--- config.mk ---
export PLATFORM = sky130hd
export DESIGN_NAME = issue_scoreboard_flat
export DESIGN_NICKNAME = d
export VERILOG_FILES = /design/src/rtl/issue_scoreboard_if.sv /design/src/rtl/issue_scoreboard.sv /design/src/flat_wrapper.sv
export SDC_FILE = /design/constraint.sdc
export NUM_CORES = 1
export LEC_CHECK = 0
export ABC_AREA = 1
export CAP_MARGIN = 20
export CORE_MARGIN = 2
export CORE_UTILIZATION = 35
export DETAILED_ROUTE_END_ITERATION = 10
export SYNTH_ARGS = -nofsm -noshare
export SYNTH_HDL_FRONTEND = slang
export SYNTH_SLANG_ARGS = --single-unit
--- constraint.sdc ---
create_clock -name i_clk -period 4.4 [get_ports i_clk]
set_input_delay 0.88 -clock i_clk [delete_from_list [all_inputs] [get_ports i_clk]]
set_output_delay 0.88 -clock i_clk [all_outputs]
set_load 0.03 [all_outputs]
--- src/rtl/issue_scoreboard_if.sv ---
// Issue/writeback/FPU handshake bundle for the DLX issue scoreboard.
// master = decode/writeback side, slave = scoreboard.
interface issue_scoreboard_if;
  logic       iss_valid;
  logic       iss_is_fpu;
  logic       iss_we;
  logic [5:0] iss_rd;
  logic [5:0] iss_rs1;
  logic [5:0] iss_rs2;
  logic       iss_use_rs1;
  logic       iss_use_rs2;
  logic       wb_valid;
  logic [5:0] wb_rd;
  logic       iss_stall;
  logic       iss_fire;
  logic       fpu_busy;
  logic       fpu_done;
  logic [5:0] fpu_rd;

  modport master (
    output iss_valid, iss_is_fpu, iss_we, iss_rd, iss_rs1, iss_rs2,
           iss_use_rs1, iss_use_rs2, wb_valid, wb_rd,
    input  iss_stall, iss_fire, fpu_busy, fpu_done, fpu_rd
  );

  modport slave (
    input  iss_valid, iss_is_fpu, iss_we, iss_rd, iss_rs1, iss_rs2,
           iss_use_rs1, iss_use_rs2, wb_valid, wb_rd,
    output iss_stall, iss_fire, fpu_busy, fpu_done, fpu_rd
  );
endinterface

--- src/rtl/issue_scoreboard.sv ---
// Issue-stage RAW/WAW/structural hazard scoreboard and fixed-latency FPU sequencer.
// Optional macro SB_WB_BYPASS_EN: same-cycle writeback releases dependents (write-before-read regfile).
module issue_scoreboard #(
  parameter int FPU_LAT = 4,
  parameter int CNT_W   = 4
) (
  input logic               i_clk,
  input logic               i_reset,
  issue_scoreboard_if.slave sb
);

  localparam logic [CNT_W-1:0] LP_LAT = CNT_W'(FPU_LAT);
  localparam logic [CNT_W-1:0] LP_ONE = CNT_W'(1);

  logic [63:0]      r_pending;
  logic [CNT_W-1:0] r_cnt;
  logic [5:0]       r_fpu_rd;
  // Remembers whether the in-flight FPU op owns a pending bit; a non-writing op must not clear one.
  logic             r_fpu_we;

  logic [63:0] w_eff;
  logic [63:0] w_set;
  logic [63:0] w_clr;
  logic        w_raw;
  logic        w_waw;
  logic        w_struct;
  logic        w_stall;
  logic        w_fire;
  logic        w_busy;
  logic        w_done;

  always_comb begin
    w_eff = r_pending;
`ifdef SB_WB_BYPASS_EN
    if (sb.wb_valid) w_eff[sb.wb_rd] = 1'b0;
`endif
  end

  assign w_busy   = (r_cnt != '0);
  assign w_done   = (r_cnt == LP_ONE);
  assign w_raw    = (sb.iss_use_rs1 & w_eff[sb.iss_rs1] & (sb.iss_rs1 != 6'd0)) |
                    (sb.iss_use_rs2 & w_eff[sb.iss_rs2] & (sb.iss_rs2 != 6'd0));
  assign w_waw    = sb.iss_we & (sb.iss_rd != 6'd0) & w_eff[sb.iss_rd];
  assign w_struct = sb.iss_is_fpu & w_busy;
  assign w_stall  = sb.iss_valid & (w_raw | w_waw | w_struct);
  assign w_fire   = sb.iss_valid & ~w_stall;

  always_comb begin
    w_set = '0;
    w_clr = '0;
    if (w_fire && sb.iss_we && (sb.iss_rd != 6'd0)) w_set[sb.iss_rd] = 1'b1;
    if (sb.wb_valid) w_clr[sb.wb_rd] = 1'b1;
    if (w_done && r_fpu_we) w_clr[r_fpu_rd] = 1'b1;
  end

  always_ff @(posedge i_clk or posedge i_reset) begin
    if (i_reset) begin
      r_pending <= '0;
      r_cnt     <= '0;
      r_fpu_rd  <= '0;
      r_fpu_we  <= 1'b0;
    end else begin
      // Set after clear so a same-edge reissue of the writeback target stays pending.
      r_pending <= (r_pending & ~w_clr) | w_set;
      if (w_fire && sb.iss_is_fpu) begin
        r_cnt    <= LP_LAT;
        r_fpu_rd <= sb.iss_rd;
        r_fpu_we <= sb.iss_we & (sb.iss_rd != 6'd0);
      end else if (w_busy) begin
        r_cnt <= r_cnt - LP_ONE;
      end
    end
  end

  assign sb.iss_stall = w_stall;
  assign sb.iss_fire  = w_fire;
  assign sb.fpu_busy  = w_busy;
  assign sb.fpu_done  = w_done;
  assign sb.fpu_rd    = r_fpu_rd;

endmodule

--- src/flat_wrapper.sv ---
// flat-port wrapper written by rule: the top's interface ports become plain ports
module issue_scoreboard_flat 
#(
  parameter int FPU_LAT = 4,
  parameter int CNT_W   = 4
)
  (i_clk, i_reset, sb_iss_valid, sb_iss_is_fpu, sb_iss_we, sb_iss_rd, sb_iss_rs1, sb_iss_rs2, sb_iss_use_rs1, sb_iss_use_rs2, sb_wb_valid, sb_wb_rd, sb_iss_stall, sb_iss_fire, sb_fpu_busy, sb_fpu_done, sb_fpu_rd);
  issue_scoreboard_if sb_i ();
  input logic i_clk;
  input logic i_reset;
  input wire logic [$bits(sb_i.iss_valid)-1:0] sb_iss_valid;
  input wire logic [$bits(sb_i.iss_is_fpu)-1:0] sb_iss_is_fpu;
  input wire logic [$bits(sb_i.iss_we)-1:0] sb_iss_we;
  input wire logic [$bits(sb_i.iss_rd)-1:0] sb_iss_rd;
  input wire logic [$bits(sb_i.iss_rs1)-1:0] sb_iss_rs1;
  input wire logic [$bits(sb_i.iss_rs2)-1:0] sb_iss_rs2;
  input wire logic [$bits(sb_i.iss_use_rs1)-1:0] sb_iss_use_rs1;
  input wire logic [$bits(sb_i.iss_use_rs2)-1:0] sb_iss_use_rs2;
  input wire logic [$bits(sb_i.wb_valid)-1:0] sb_wb_valid;
  input wire logic [$bits(sb_i.wb_rd)-1:0] sb_wb_rd;
  output wire logic [$bits(sb_i.iss_stall)-1:0] sb_iss_stall;
  output wire logic [$bits(sb_i.iss_fire)-1:0] sb_iss_fire;
  output wire logic [$bits(sb_i.fpu_busy)-1:0] sb_fpu_busy;
  output wire logic [$bits(sb_i.fpu_done)-1:0] sb_fpu_done;
  output wire logic [$bits(sb_i.fpu_rd)-1:0] sb_fpu_rd;
  assign sb_i.iss_valid = sb_iss_valid;
  assign sb_i.iss_is_fpu = sb_iss_is_fpu;
  assign sb_i.iss_we = sb_iss_we;
  assign sb_i.iss_rd = sb_iss_rd;
  assign sb_i.iss_rs1 = sb_iss_rs1;
  assign sb_i.iss_rs2 = sb_iss_rs2;
  assign sb_i.iss_use_rs1 = sb_iss_use_rs1;
  assign sb_i.iss_use_rs2 = sb_iss_use_rs2;
  assign sb_i.wb_valid = sb_wb_valid;
  assign sb_i.wb_rd = sb_wb_rd;
  assign sb_iss_stall = sb_i.iss_stall;
  assign sb_iss_fire = sb_i.iss_fire;
  assign sb_fpu_busy = sb_i.fpu_busy;
  assign sb_fpu_done = sb_i.fpu_done;
  assign sb_fpu_rd = sb_i.fpu_rd;
  issue_scoreboard #(.FPU_LAT(FPU_LAT), .CNT_W(CNT_W)) u_core (.i_clk(i_clk), .i_reset(i_reset), .sb(sb_i));
endmodule
==> out/qor.txt, run 1 <==
Share of the synthesized area in the top cell type = 0.288
Worst Path Buf+Inv = 5
Internal = 1.66 mW
Layout area overhead = 15.7%
TritonCTS Sinks = 75
R2R setup slack = 1.54 ns
Slowest cell on the critical path = clkdlybuf4s50_1
Post-CTS Hold Fix Bufs = 0
Mean Syn Cell Area = 6.13 µm²
Ys flop type = dfrtp_1
Yosys warning count = 0
WS Path Type = in -> out
Initial antenna violation count = 0
Power, Total = 2.96 mW
Post-synth EDFFs = 0
Simple-Gate Fraction of Synth Area = 0.441
CORE AREA = 0.0181 mm²
Post-synthesis adder-cell area fraction = 0.00384
Routed length per placed instance = 20.6 µm
PwrDens = 393 mW/mm²
Register area share after synthesis = 0.288
Vias = 7771
Worst Path Arrival = 3.15 ns
Initial core utilization = 0.360
Top delay family on crit path = buffers and inverters
Max incr delay on CP = 0.51 ns
Clock power frac = 0.260
Total GRT Usage = 0.279
DRC = 0
Final HPWL DP = 20000 µm
Max cap viols = 0
Relative slew margins = 0.215
Final WL = 27400 µm
Sequential share of power = 0.338
Via density = 5.83
Worst hold path type = reg -> reg
Final Cycle Share = 0.915
Multiplexer area fraction after synthesis = 0
Crit-path max FO = 19
Syn_nets = 1095
Worst setup margin = 0.374 ns
GP Congestion = 0.965
Antenna diodes = 0
Top post-synthesis cells by area = dfrtp_1 (29%), nand2_1 (20%), nand3_1 (7.3%)
Worst-skew pair later-pin latency = 0.36 ns
Total CTS buffers = 9
Final ANT Viol Nets = 0
Achievable Freq = 0.248 GHz
Iteration-0 DRC count of the detailed router = 1069
TritonCTS clock tree = built
Fin crit period = 4.03 ns
Post-synth top cells = nand2_1 (346), inv_1 (115), nor2_1 (114)
Final nets = 1132
First-pass GRT wire length = 41800 µm
Startpoint type of the worst setup path = input pin
Largest family of logic cells by synthesized area = simple AND/OR/NAND/NOR gates
Combinational power share = 0.402
CP required = 3.52 ns
Top-count cell post-synth = nand2_1
RSZ-0062 raised after global routing = false
Critical path capture point type = primary output
Leakage Power = 3.65 nW
Die H = 140 µm
Cells after synthesis = 1061
TNS Setup = 0 ns
Proportion of layout cells with a drive suffix above 1 = 0.0653
Bufs on Longest Clock Path = 2
Final Max Slew Viols = 0
Post-synthesis cell type count = 31
Complex-gate fraction of the synthesized area = 0.147
CP Cell Sequence = clkdlybuf4s50_1 -> inv_2 -> nand3_1 -> nand3_1 -> nand2_1 -> nor2_1 -> nand2_1 -> nand3_1 -> nand2_1 -> nand2_1 -> nand3_2 -> nor2_8 -> buf_4 -> nand2_1 -> inv_2 -> buf_4
Most used cell, CP = nand2_1
Vias in the first global route = 6959
Gr ovfl total = 0
Psw = 1.30 mW
Cell taking the most area after synthesis = dfrtp_1
Pre-CTS WS = 0.0967 ns
Worst Max-Slew Pin Slew = 1.17 ns
Post-CTS Setup Inserts = 0
Final Hold Fails = 0
Largest net degree at the start of global routing = 73
H-tree depth = 3
Die width = 140 µm
Die area = 0.0197 mm²
Cell Rows = 49
Max VDD drop = 212 µV
Root Buffer = clkbuf_16
Clock Pin Slew Worst Setup and Hold Paths = 0.06 ns
Flip-flop and latch count after synthesis = 75
XOR/XNOR Fraction of Synth Area = 0.00135
Fraction of registers with async set/reset = 1.00
Net Sw Frac = 0.439
Status = completed
Setup Skew = 0.0105 ns
Buffers on Ports = 41
Num ports = 42
Post-layout util = 0.416
DRT Pass-1 Iters = 7
Cell Area, Synth = 0.00651 mm²
Final setup violation count = 0
## layout make-up
class	count	area (µm²)
clock buffer	9	225
clock inverter	7	73.8
fill	1946	10600
inverter	124	469
multi-input combinational	809	3880
sequential	75	1880
tap	229	287
timing repair buffer	79	723
## worst register-to-register path, cell delays in order (launching register included)
cell     delay, ns
dfrtp_1       0.42
inv_1         0.07
ha_1          0.14
inv_1         0.05
or2_2         0.29
nor2_1        0.16
inv_1         0.11
nand2_1       0.15
nand3_2       0.16
nor2_8        0.13
buf_4         0.12
buf_4         0.59
nand4_1       0.26
nand2_1       0.15
## cells in the final DEF (no fill, tap or decap), types with 3 or more instances in the layout
master / Yosys / routed
nor3_1: 29 / 28
o211ai_1: 44 / 44
buf_4: 2 / 34
clkinv_2: 0 / 3
clkbuf_16: 0 / 9
o21ai_1: 3 / 3
buf_12: 0 / 3
a221o_1: 24 / 24
o21ai_0: 30 / 30
nand4_1: 74 / 74
nor2_1: 114 / 114
clkdlybuf4s50_1: 0 / 37
a21oi_1: 34 / 34
nand2_1: 346 / 346
inv_2: 7 / 7
o221ai_1: 4 / 4
inv_1: 115 / 114
nand3_1: 95 / 95
dfrtp_1: 75 / 75
## logic make-up after synthesis
family | Yosys count
flip-flops | 75
XOR/XNOR | 1
buffers and inverters | 177
AO/OA/AOI/OAI | 141
adder cells (fa/ha/maj) | 2
AND/OR/NAND/NOR | 665
## final timing paths
path | depth (start not counted) | to | from
setup / recovery | 16 | sb_iss_fire | sb_iss_rs2[1]
hold / removal | 2 | u_core.r_fpu_we | u_core.r_fpu_we
setup reg to reg | 13 | u_core.sb.fpu_rd[4] | u_core.r_cnt[0]
hold reg to reg | 2 | u_core.r_fpu_we | u_core.r_fpu_we
max in group asynchronous | 3 | u_core.r_pending[33] | i_reset
min in group asynchronous | 2 | u_core.sb.fpu_rd[1] | i_reset
## state kept, by name, summed over array words and instances (netlist names)
name	flops
u_core.r_cnt	4
u_core.r_fpu_we	1
u_core.sb.fpu_rd	6
u_core.r_pending	64
## metrics by stage
stage	hold WS (ns)	instance area (µm²)	std cells
2_1_floorplan	0.442	6510	1061
3_3_place_gp	0.461	7210	1314
3_5_place_dp	0.464	7210	1314
4_1_cts	0.484	7510	1330
5_1_grt	0.509	7530	1332
6_report	0.488	7530	1332
## metal layers
| metal | vias to the layer above | GRT usage | part of all wire |
|---|---|---|---|
| met2 | 502 | 0.398 | 0.41 |
| li1 | 3638 | - | - |
| met1 | 3572 | 0.405 | 0.43 |
| met5 | - | 0 | 0 |
| met4 | 0 | 0.0994 | 0.033 |
| met3 | 59 | 0.0742 | 0.12 |
## power by group through the flow
stage	sequential (mW)	combinational, mW	clock [mW]
CTS	0.990	1.16	0.775
global route	1.01	1.30	0.807
detailed placement	1.00	1.16	0
finish	1.00	1.19	0.769
floorplan	0.987	0.728	0
global placement	1.00	1.15	0
## timing repair
item,in CTS,in global routing
hold endpoints to repair,0,0
resized for setup,0,2
setup endpoints to repair,0,1
No activity file was read; power rests on OpenSTA's default activity.
==> run 2, diff against run 1 <==
TNS_END_PERCENT = 1   (was unset)
==> results of run 2 <==
No change in the layout: final DEF, timing and power equal those of run 1.
==> run 3, diff against run 2 <==
ABC_CLOCK_PERIOD_IN_PS = 4400   (was unset)
CORE_MARGIN = 1.5   (was 2)
==> run 3 against run 2 <==
  * The run now ends with design-rule violations left
  * Worst hold slack lost 0.0096 ns
  * Register-to-register slack lost 0.04 ns
  * Global-route usage up 0.11 points
  * Critical path type unchanged
  * Critical endpoint unchanged
  * Largest cell class unchanged
  * Largest power group unchanged
  * Highest routed layer unchanged
==> out/qor.txt, run 3 (same netlist as run 1, synthesis figures left out) <==
Status = finished, violations left
Failing checks = design-rule violations
Final Max Slew Viols = 0
Max cap viols = 0
H-tree depth = 3
Initial core utilization = 0.360
Die H = 139 µm
Post-layout util = 0.416
Vias = 7824
Via density = 5.88
Final setup violation count = 0
Worst hold path type = reg -> reg
PwrDens = 389 mW/mm²
Total GRT Usage = 0.281
R2R setup slack = 1.50 ns
Num ports = 42
Achievable Freq = 0.252 GHz
Bufs on Longest Clock Path = 2
Final Hold Fails = 0
Final HPWL DP = 19800 µm
Die area = 0.0194 mm²
Worst setup margin = 0.425 ns
DRC = 3
Final WL = 27300 µm
Most frequent cells in the layout = nand2_1 (346), nor2_1 (114), inv_1 (113), nand3_1 (95), dfrtp_1 (75)
Cell Rows = 49
Final ANT Viol Nets = 0
GP Congestion = 1.01
Proportion of layout cells with a drive suffix above 1 = 0.0672
Gr ovfl total = 0
Buffers on Ports = 41
Post-CTS Setup Inserts = 0
Post-place instance area = 0.00722 mm²
Initial antenna violation count = 0
Total CTS buffers = 9
Hold WS = 0.478 ns
Antenna diodes = 0
Clock Pin Slew Worst Setup and Hold Paths = 0.06 ns
Relative slew margins = 0.218
Pre-CTS WS = 0.144 ns
Crit-path max FO = 10
Critical path capture point type = primary output
Startpoint type of the worst setup path = input pin
Leakage Power = 3.64 nW
TritonCTS clock tree = built
First-pass GRT wire length = 41500 µm
Final Cycle Share = 0.903
Final nets = 1131
Biggest register = u_core.r_pending
Fin crit period = 3.98 ns
Root Buffer = clkbuf_16
RSZ-0062 raised after global routing = false
Final Cell Area = 0.00753 mm²
Worst-skew pair later-pin latency = 0.36 ns
Max reg flops = 64
Fill cells = 1921
Vias in the first global route = 7042
Layout area overhead = 15.7%
Max VDD drop = 218 µV
Iteration-0 DRC count of the detailed router = 871
Largest net degree at the start of global routing = 73
Worst Max-Slew Pin Slew = 1.16 ns
Commonest non-fill, non-tap cell in the layout = nand2_1
TNS Setup = 0 ns
Routed length per placed instance = 20.5 µm
CORE AREA = 0.0181 mm²
Post-CTS Hold Fix Bufs = 0
Setup Skew = 0.00966 ns
CP required = 3.52 ns
WS Path Type = in -> out
DRT Pass-1 Iters = 10
TritonCTS Sinks = 75
Area taken by flip-flops and latches = 0.00188 mm²
Worst Path Arrival = 3.10 ns
Die width = 139 µm
Multi-input logic area = 0.00388 mm²
## run 3: worst max-delay path, cell delays in order
cell and delay, ns:
clkdlybuf4s50_1 0.53, clkinvlp_4 0.24, a21oi_1 0.16, o21ai_0 0.11, a21oi_1 0.13, nor2_1 0.05
nand2_1 0.08, nand3_1 0.12, a21oi_2 0.31, nor2_8 0.08, buf_4 0.14, nand2_1 0.06
inv_2 0.04, buf_4 0.16
## run 3: worst paths after layout
path,startpoint,end,depth (start not counted)
setup / recovery,sb_iss_rs1[1],sb_iss_fire,14
hold / removal,u_core.r_fpu_we,u_core.r_fpu_we,2
setup reg to reg,u_core.r_cnt[0],u_core.sb.fpu_rd[1],13
hold reg to reg,u_core.r_fpu_we,u_core.r_fpu_we,2
max in group asynchronous,i_reset,u_core.r_pending[8],3
min in group asynchronous,i_reset,u_core.r_pending[20],2
## run 3: power by group
part / internal [mW] / total (mW) / switching (mW)
combinational: 0.377 / 1.19 / 0.814
sequential: 0.839 / 0.996 / 0.157
clock: 0.434 / 0.743 / 0.309
## run 3: stage by stage
| stage | total power, mW | cells |
|---|---|---|
| floorplan | 1.72 | 1061 |
| global placement | 2.15 | 1313 |
| detailed placement | 2.16 | 1313 |
| CTS | 2.90 | 1328 |
| global route | 3.07 | 1330 |
| finish | 2.93 | 1330 |
## run 3: routing by layer
layer	track usage	vias up	part of all wire
li1	-	3622	-
met1	0.400	3638	0.43
met2	0.405	489	0.42
met3	0.0740	75	0.12
met4	0.101	0	0.035
met5	0	-	0
## run 3: layout make-up
type                       instances  area share
inverter                         124      0.0628
multi-input combinational        809       0.516
tap                              229      0.0381
timing repair buffer              78      0.0961
clock inverter                     5     0.00731
sequential                        75       0.249
clock buffer                      10      0.0304
## run 3: timing repair
action,in CTS,in global routing
gates resized for setup,0,2
setup endpoints to repair,0,1
endpoints found under the hold margin,0,0
